$ cat src/rtl/branch_cond_unit_if.sv
// Branch condition unit bus: flag write port, evaluation request handshake,
// counter control, and result/statistics outputs.
interface branch_cond_unit_if #(
    parameter int CNT_W = 16
);
    // Flag write port
    logic             flag_we;
    logic             alu_zero;
    logic             alu_neg;
    logic             alu_ovf;

    // Evaluation request and control
    logic             eval_req;
    logic [2:0]       cond_sel;
    logic             flush;
    logic             cnt_clr;

    // Results and status
    logic             eval_ready;
    logic             cond_valid;
    logic             cond_taken;
    logic             flags_valid;
    logic [CNT_W-1:0] eval_cnt;
    logic [CNT_W-1:0] taken_cnt;

    // Requester side: drives flags and requests, observes results
    modport master (
        output flag_we, alu_zero, alu_neg, alu_ovf,
        output eval_req, cond_sel, flush, cnt_clr,
        input  eval_ready, cond_valid, cond_taken, flags_valid,
        input  eval_cnt, taken_cnt
    );

    // Unit side
    modport slave (
        input  flag_we, alu_zero, alu_neg, alu_ovf,
        input  eval_req, cond_sel, flush, cnt_clr,
        output eval_ready, cond_valid, cond_taken, flags_valid,
        output eval_cnt, taken_cnt
    );
endinterface

$ cat src/rtl/branch_cond_unit.sv
// Branch condition unit: holds the ALU flags, evaluates a 3-bit condition code
// against them (waiting for fresh flags if none are held), and emits a
// one-cycle result pulse. Two saturating counters track results produced and
// results taken.
module branch_cond_unit #(
    parameter int CNT_W = 16
) (
    input  logic              clk,
    input  logic              reset,
    branch_cond_unit_if.slave bus
);
    typedef enum logic [1:0] {
        IDLE       = 2'd0,
        WAIT_FLAGS = 2'd1,
        RESULT     = 2'd2
    } state_t;

    localparam logic [CNT_W-1:0] CNT_ONE = CNT_W'(1);
    localparam logic [CNT_W-1:0] CNT_MAX = '1;

    state_t     state_reg, state_next;
    logic       zero_reg, zero_next;
    logic       neg_reg, neg_next;
    logic       ovf_reg, ovf_next;
    logic       fv_reg, fv_next;
    logic [2:0] sel_reg, sel_next;
    logic       taken_reg, taken_next;
    logic       enter_result;

    // Flags seen by an evaluation this cycle: incoming ALU flags bypass the
    // register when they are being written in the same cycle.
    logic       eff_zero, eff_neg, eff_ovf;

    // Condition code evaluation; lt is signed less-than from neg/ovf.
    function automatic logic eval_cond(input logic [2:0] sel, input logic z,
                                       input logic n, input logic v);
        logic lt;
        lt = n ^ v;
        case (sel)
            3'b000:  eval_cond = z;
            3'b001:  eval_cond = !z;
            3'b010:  eval_cond = !z && !lt;
            3'b011:  eval_cond = z || lt;
            3'b100:  eval_cond = lt;
            3'b101:  eval_cond = !lt;
            3'b110:  eval_cond = 1'b1;
            default: eval_cond = 1'b0;
        endcase
    endfunction

    // Flag bypass selection
    always_comb begin
        eff_zero = bus.flag_we ? bus.alu_zero : zero_reg;
        eff_neg  = bus.flag_we ? bus.alu_neg  : neg_reg;
        eff_ovf  = bus.flag_we ? bus.alu_ovf  : ovf_reg;
    end

    // Next-state, flag register and result computation
    always_comb begin
        state_next   = state_reg;
        zero_next    = zero_reg;
        neg_next     = neg_reg;
        ovf_next     = ovf_reg;
        fv_next      = fv_reg;
        sel_next     = sel_reg;
        taken_next   = 1'b0;
        enter_result = 1'b0;

        // Any flag write is latched regardless of state; what differs per
        // state is whether the flags are consumed (flags_valid cleared) or
        // left pending.
        if (bus.flag_we) begin
            zero_next = bus.alu_zero;
            neg_next  = bus.alu_neg;
            ovf_next  = bus.alu_ovf;
        end

        case (state_reg)
            IDLE: begin
                if (bus.eval_req) begin
                    sel_next = bus.cond_sel;
                    if (fv_reg || bus.flag_we) begin
                        state_next   = RESULT;
                        enter_result = 1'b1;
                        fv_next      = 1'b0;
                        taken_next   = eval_cond(bus.cond_sel, eff_zero, eff_neg, eff_ovf);
                    end else begin
                        state_next = WAIT_FLAGS;
                    end
                end else if (bus.flag_we) begin
                    fv_next = 1'b1;
                end
            end
            WAIT_FLAGS: begin
                if (bus.flush) begin
                    // Abort wins over arriving flags; those stay pending.
                    state_next = IDLE;
                    if (bus.flag_we) begin
                        fv_next = 1'b1;
                    end
                end else if (bus.flag_we) begin
                    state_next   = RESULT;
                    enter_result = 1'b1;
                    fv_next      = 1'b0;
                    taken_next   = eval_cond(sel_reg, bus.alu_zero, bus.alu_neg, bus.alu_ovf);
                end
            end
            RESULT: begin
                // Single-cycle result; requests are not accepted here.
                state_next = IDLE;
                if (bus.flag_we) begin
                    fv_next = 1'b1;
                end
            end
            default: begin
                state_next = IDLE;
            end
        endcase
    end

    // FSM state, flag register, captured condition and result register
    always_ff @(posedge clk or negedge reset) begin
        if (!reset) begin
            state_reg <= IDLE;
            zero_reg  <= 1'b0;
            neg_reg   <= 1'b0;
            ovf_reg   <= 1'b0;
            fv_reg    <= 1'b0;
            sel_reg   <= 3'b000;
            taken_reg <= 1'b0;
        end else begin
            state_reg <= state_next;
            zero_reg  <= zero_next;
            neg_reg   <= neg_next;
            ovf_reg   <= ovf_next;
            fv_reg    <= fv_next;
            sel_reg   <= sel_next;
            taken_reg <= taken_next;
        end
    end

    // Statistics counters: index 0 counts results, index 1 counts taken
    // results. Both advance on the edge that produces the result so the
    // counts already include it while cond_valid is high.
    logic [CNT_W-1:0] cnt_reg  [2];
    logic [CNT_W-1:0] cnt_next [2];
    logic             cnt_inc  [2];

    always_comb begin
        cnt_inc[0] = enter_result;
        cnt_inc[1] = enter_result && taken_next;
    end

    generate
        for (genvar gi = 0; gi < 2; gi++) begin : g_cnt
            // Clear beats increment; increment holds at all-ones
            always_comb begin
                cnt_next[gi] = cnt_reg[gi];
                if (bus.cnt_clr) begin
                    cnt_next[gi] = '0;
                end else if (cnt_inc[gi] && (cnt_reg[gi] != CNT_MAX)) begin
                    cnt_next[gi] = cnt_reg[gi] + CNT_ONE;
                end
            end

            // Counter register
            always_ff @(posedge clk or negedge reset) begin
                if (!reset) begin
                    cnt_reg[gi] <= '0;
                end else begin
                    cnt_reg[gi] <= cnt_next[gi];
                end
            end
        end
    endgenerate

    // Outputs decoded from registered state
    always_comb begin
        bus.eval_ready  = (state_reg == IDLE);
        bus.cond_valid  = (state_reg == RESULT);
        bus.cond_taken  = (state_reg == RESULT) && taken_reg;
        bus.flags_valid = fv_reg;
        bus.eval_cnt    = cnt_reg[0];
        bus.taken_cnt   = cnt_reg[1];
    end
endmodule

$ cat src/flat_wrapper.sv
// flat-port wrapper written by rule: the top's interface ports become plain ports
module branch_cond_unit_flat 
#(
    parameter int CNT_W = 16
)
  (clk, reset, bus_flag_we, bus_alu_zero, bus_alu_neg, bus_alu_ovf, bus_eval_req, bus_cond_sel, bus_flush, bus_cnt_clr, bus_eval_ready, bus_cond_valid, bus_cond_taken, bus_flags_valid, bus_eval_cnt, bus_taken_cnt);
  branch_cond_unit_if #(.CNT_W(CNT_W)) bus_i ();
  input  logic clk;
  input  logic reset;
  input wire logic [$bits(bus_i.flag_we)-1:0] bus_flag_we;
  input wire logic [$bits(bus_i.alu_zero)-1:0] bus_alu_zero;
  input wire logic [$bits(bus_i.alu_neg)-1:0] bus_alu_neg;
  input wire logic [$bits(bus_i.alu_ovf)-1:0] bus_alu_ovf;
  input wire logic [$bits(bus_i.eval_req)-1:0] bus_eval_req;
  input wire logic [$bits(bus_i.cond_sel)-1:0] bus_cond_sel;
  input wire logic [$bits(bus_i.flush)-1:0] bus_flush;
  input wire logic [$bits(bus_i.cnt_clr)-1:0] bus_cnt_clr;
  output wire logic [$bits(bus_i.eval_ready)-1:0] bus_eval_ready;
  output wire logic [$bits(bus_i.cond_valid)-1:0] bus_cond_valid;
  output wire logic [$bits(bus_i.cond_taken)-1:0] bus_cond_taken;
  output wire logic [$bits(bus_i.flags_valid)-1:0] bus_flags_valid;
  output wire logic [$bits(bus_i.eval_cnt)-1:0] bus_eval_cnt;
  output wire logic [$bits(bus_i.taken_cnt)-1:0] bus_taken_cnt;
  assign bus_i.flag_we = bus_flag_we;
  assign bus_i.alu_zero = bus_alu_zero;
  assign bus_i.alu_neg = bus_alu_neg;
  assign bus_i.alu_ovf = bus_alu_ovf;
  assign bus_i.eval_req = bus_eval_req;
  assign bus_i.cond_sel = bus_cond_sel;
  assign bus_i.flush = bus_flush;
  assign bus_i.cnt_clr = bus_cnt_clr;
  assign bus_eval_ready = bus_i.eval_ready;
  assign bus_cond_valid = bus_i.cond_valid;
  assign bus_cond_taken = bus_i.cond_taken;
  assign bus_flags_valid = bus_i.flags_valid;
  assign bus_eval_cnt = bus_i.eval_cnt;
  assign bus_taken_cnt = bus_i.taken_cnt;
  branch_cond_unit #(.CNT_W(CNT_W)) u_core (.clk(clk), .reset(reset), .bus(bus_i));
endmodule
$ cat config.mk
export PLATFORM = sky130hd
export DESIGN_NAME = branch_cond_unit_flat
export DESIGN_NICKNAME = d
export VERILOG_FILES = /design/src/rtl/branch_cond_unit_if.sv /design/src/rtl/branch_cond_unit.sv /design/src/flat_wrapper.sv
export SDC_FILE = /design/constraint.sdc
export NUM_CORES = 1
export LEC_CHECK = 0
export ABC_CLOCK_PERIOD_IN_PS = 2800
export CAP_MARGIN = 15
export CORE_AREA = 4 4 98 77
export DETAILED_ROUTE_END_ITERATION = 8
export DIE_AREA = 0 0 102 81
export PLACE_DENSITY_LB_ADDON = 0.1
export SLEW_MARGIN = 20
export SYNTH_ARGS = -nofsm -noshare
export SYNTH_HDL_FRONTEND = slang
export SYNTH_SLANG_ARGS = --single-unit
$ cat constraint.sdc
create_clock -name clk -period 2.8 [get_ports clk]
set_clock_uncertainty 0.2 [all_clocks]
set_input_delay 0.56 -clock clk [delete_from_list [all_inputs] [get_ports clk]]
set_output_delay 0.56 -clock clk [all_outputs]
set_load 0.02 [all_outputs]
==> flow_summary.rst <==
.. list-table::
   :header-rows: 1

   * - Metric
     - Value
   * - Status
     - complete, no violations
   * - Clk pin slew, worst setup/hold paths
     - 80 ps
   * - Number of detailed-routing iterations run before antenna repair
     - 4
   * - Clock insertion delay at the later pin of the skew report
     - 300 ps
   * - Maximum count of clock buffers along a single path
     - 2
   * - Final Slew Violations
     - 0
   * - Top_reg_cell synth
     - dfrtp_1
   * - Wire length after detailed routing
     - 6250 um
   * - Most frequent cells in the layout
     - 42 x clkdlybuf4s50_1, 42 x dfrtp_1, 35 x nor2_1
   * - Final net count
     - 361
   * - Final hold vios
     - 0
   * - Transition time at the pin with the least slew margin
     - 634 ps
   * - Minimum clock period after layout
     - 2740 ps
   * - Fraction of registers with async set or reset after synthesis
     - 1.00
   * - Post-DRT Antenna Nets
     - 0
   * - IO buf count
     - 47
   * - Iteration-0 DRC Markers
     - 91
   * - Critical Path AT
     - 2730 ps
   * - Half-perimeter wire length after placement
     - 4380 um
   * - Worst-case headroom to the max-slew limit
     - 0.574
   * - Die extent in x
     - 102 um
   * - Count of inserted antenna diode cells
     - 0
   * - Share of synthesized area occupied by flip-flops and latches
     - 0.409
   * - Maximum vdd drop
     - 0.000218 V
   * - Number of enable flip-flop cells after synthesis
     - 0
   * - CTS Sinks
     - 42
   * - Maximum level of the CTS H-tree
     - 2
   * - Number of buffers inserted by post-CTS setup repair
     - 0
   * - Net count of the mapped netlist
     - 291
   * - Type of the setup path with the least slack
     - in2reg
   * - Final-layout setup total negative slack
     - 0 ps
   * - Fraction of layout cells with a size suffix above 1
     - 0.215
   * - FF+latch count, synth
     - 42
   * - Ports placed on the boundary
     - 48
   * - Die height
     - 81 um
   * - Largest net degree at the start of global routing
     - 46
   * - Number of cells produced by synthesis
     - 274
   * - Synth warnings
     - 0
   * - Final GP Congestion
     - 0.750
   * - Setup repair after global routing missed its margin
     - yes
   * - Number of core rows
     - 26
   * - Final-report setup violation count
     - 0
   * - Layout overhead on the synthesized area
     - 34.6%
   * - CP endpoint kind
     - register
   * - Maximum clock frequency
     - 365 MHz
   * - Routed WL per cell
     - 14.6 um
   * - Number of max-cap violations
     - 0
   * - Hold crit path type
     - in2async
   * - Netlist area before placement
     - 2570 sq um
   * - Antenna violations before repair
     - 0
   * - CP required
     - 2780 ps
   * - Inserted Clock Buffers
     - 5
   * - Clk Tree Root Cell
     - clkbuf_8
   * - DRC Markers
     - 0
   * - Highest fanout seen on the critical path
     - 11
   * - P per Cell Area
     - 508 nW/um^2
   * - Vias per cell
     - 5.11
   * - Number of buffers inserted by hold repair at cts
     - 0
   * - Overall power
     - 1.75 mW
   * - TritonCTS clock tree
     - yes
   * - Sum of overflow across all layers after global routing
     - 0
   * - Via total after detailed routing
     - 2188
   * - Starting Density
     - 0.387
   * - Average cell area after synthesis
     - 9.37 sq um
   * - Area of the core
     - 6640 sq um
   * - Total leakage power
     - 1.40 nW
   * - All-Layer GR Usage
     - 0.162
   * - Number of global-route vias before repair
     - 2159
   * - Startpoint class of the critical path
     - input pin
   * - Wire length of the first global-routing pass
     - 10600 um
   * - Yosys cell types
     - 51
   * - Fin crit share
     - 0.980
   * - Die area
     - 8260 sq um
## worst paths after layout
path / from / end / slack [ps] / depth (start not counted)
min reg2reg: u_core.ovf_reg / u_core.ovf_reg / 330 / 1
max in group asynchronous: reset / u_core.state_reg[1] / 1890 / 2
max: bus_flag_we / u_core.bus.taken_cnt[4] / 60 / 8
max reg2reg: u_core.state_reg[1] / u_core.bus.taken_cnt[13] / 210 / 9
min in group clk: u_core.ovf_reg / u_core.ovf_reg / 330 / 1
min: reset / u_core.bus.eval_cnt[4] / 130 / 2
## final cells by class
class                      instances  area [sq um]
fill                             610          3180
multi-input combinational        213          1490
sequential                        42          1050
timing repair buffer              73           663
tap                               84           105
clock buffer                       6          82.6
inverter                           9          33.8
clock inverter                     1          30.0
## cell families after synthesis
family          after synthesis  synth area share
compound gates               49             0.144
xor+xnor                     14            0.0478
fa+ha+maj                     5            0.0244
buf+inv                      19            0.0346
flops                        42             0.409
mux                          21            0.0921
simple gates                124             0.248
## critical path, cell delays in order
cell             delay [ps]
clkdlybuf4s50_1         440
buf_4                   180
nand3b_1                160
buf_4                   150
and4b_1                 200
nor2_2                  480
a211oi_1                180
mux2_1                  350
## per-stage QoR
step	hold WS, ps	std cells	setup WS, ps	util	instance area, sq um
floorplan	64.4	274	173	-	2570
global placement	309	421	-458	0.494	3280
detailed placement	317	421	-416	0.494	3280
CTS	144	428	9.32	0.513	3410
global route	172	428	-55.2	0.521	3460
finish	127	428	56.9	0.521	3460
## Yosys cell counts, types with 2 or more instances
cell,n,share of area
nor4_1,3,0.0073
nor2b_1,15,0.037
buf_4,2,0.0058
a211oi_1,8,0.023
nand4_1,8,0.019
nand3b_1,2,0.0058
xnor2_1,3,0.010
inv_1,9,0.013
a2111oi_2,2,0.012
nor2_1,36,0.053
and2_1,3,0.0073
nand2_1,21,0.031
mux2_1,2,0.0088
clkbuf_1,5,0.0073
nor3_1,5,0.0097
a21boi_0,2,0.0058
a21oi_1,13,0.025
or2_2,4,0.0097
buf_2,2,0.0039
or3_1,5,0.012
nand2b_1,3,0.0073
mux2_2,16,0.070
xor2_1,11,0.038
a211o_1,2,0.0068
mux2i_1,2,0.0078
o211ai_1,2,0.0058
ha_1,5,0.024
dfrtp_1,42,0.41
nor3b_1,2,0.0058
nand3_1,10,0.019
and3_1,2,0.0049
o21ai_0,8,0.016
## routing by layer
metal | up-vias | global-route usage | part of all wire | routed length, um
met3 | 6 | 0.0481 | 0.044 | 277
met5 | - | 0 | 0 | 0
met1 | 1044 | 0.239 | 0.51 | 3170
met2 | 33 | 0.234 | 0.44 | 2760
met4 | 0 | 0.0354 | 0.0082 | 51
li1 | 1105 | - | - | -
## power by group
part	total, mW	internal, mW	switching (mW)
Sequential	0.716	0.663	0.0536
Combinational	0.541	0.251	0.290
Clock	0.497	0.285	0.212
Total	1.75	1.20	0.555
## what timing repair did
action                     in CTS  in global routing
resized for setup               5                 11
setup endpoints to repair      12                 13
pin swaps                       1                  1
Power figures use the tool's default switching activity.
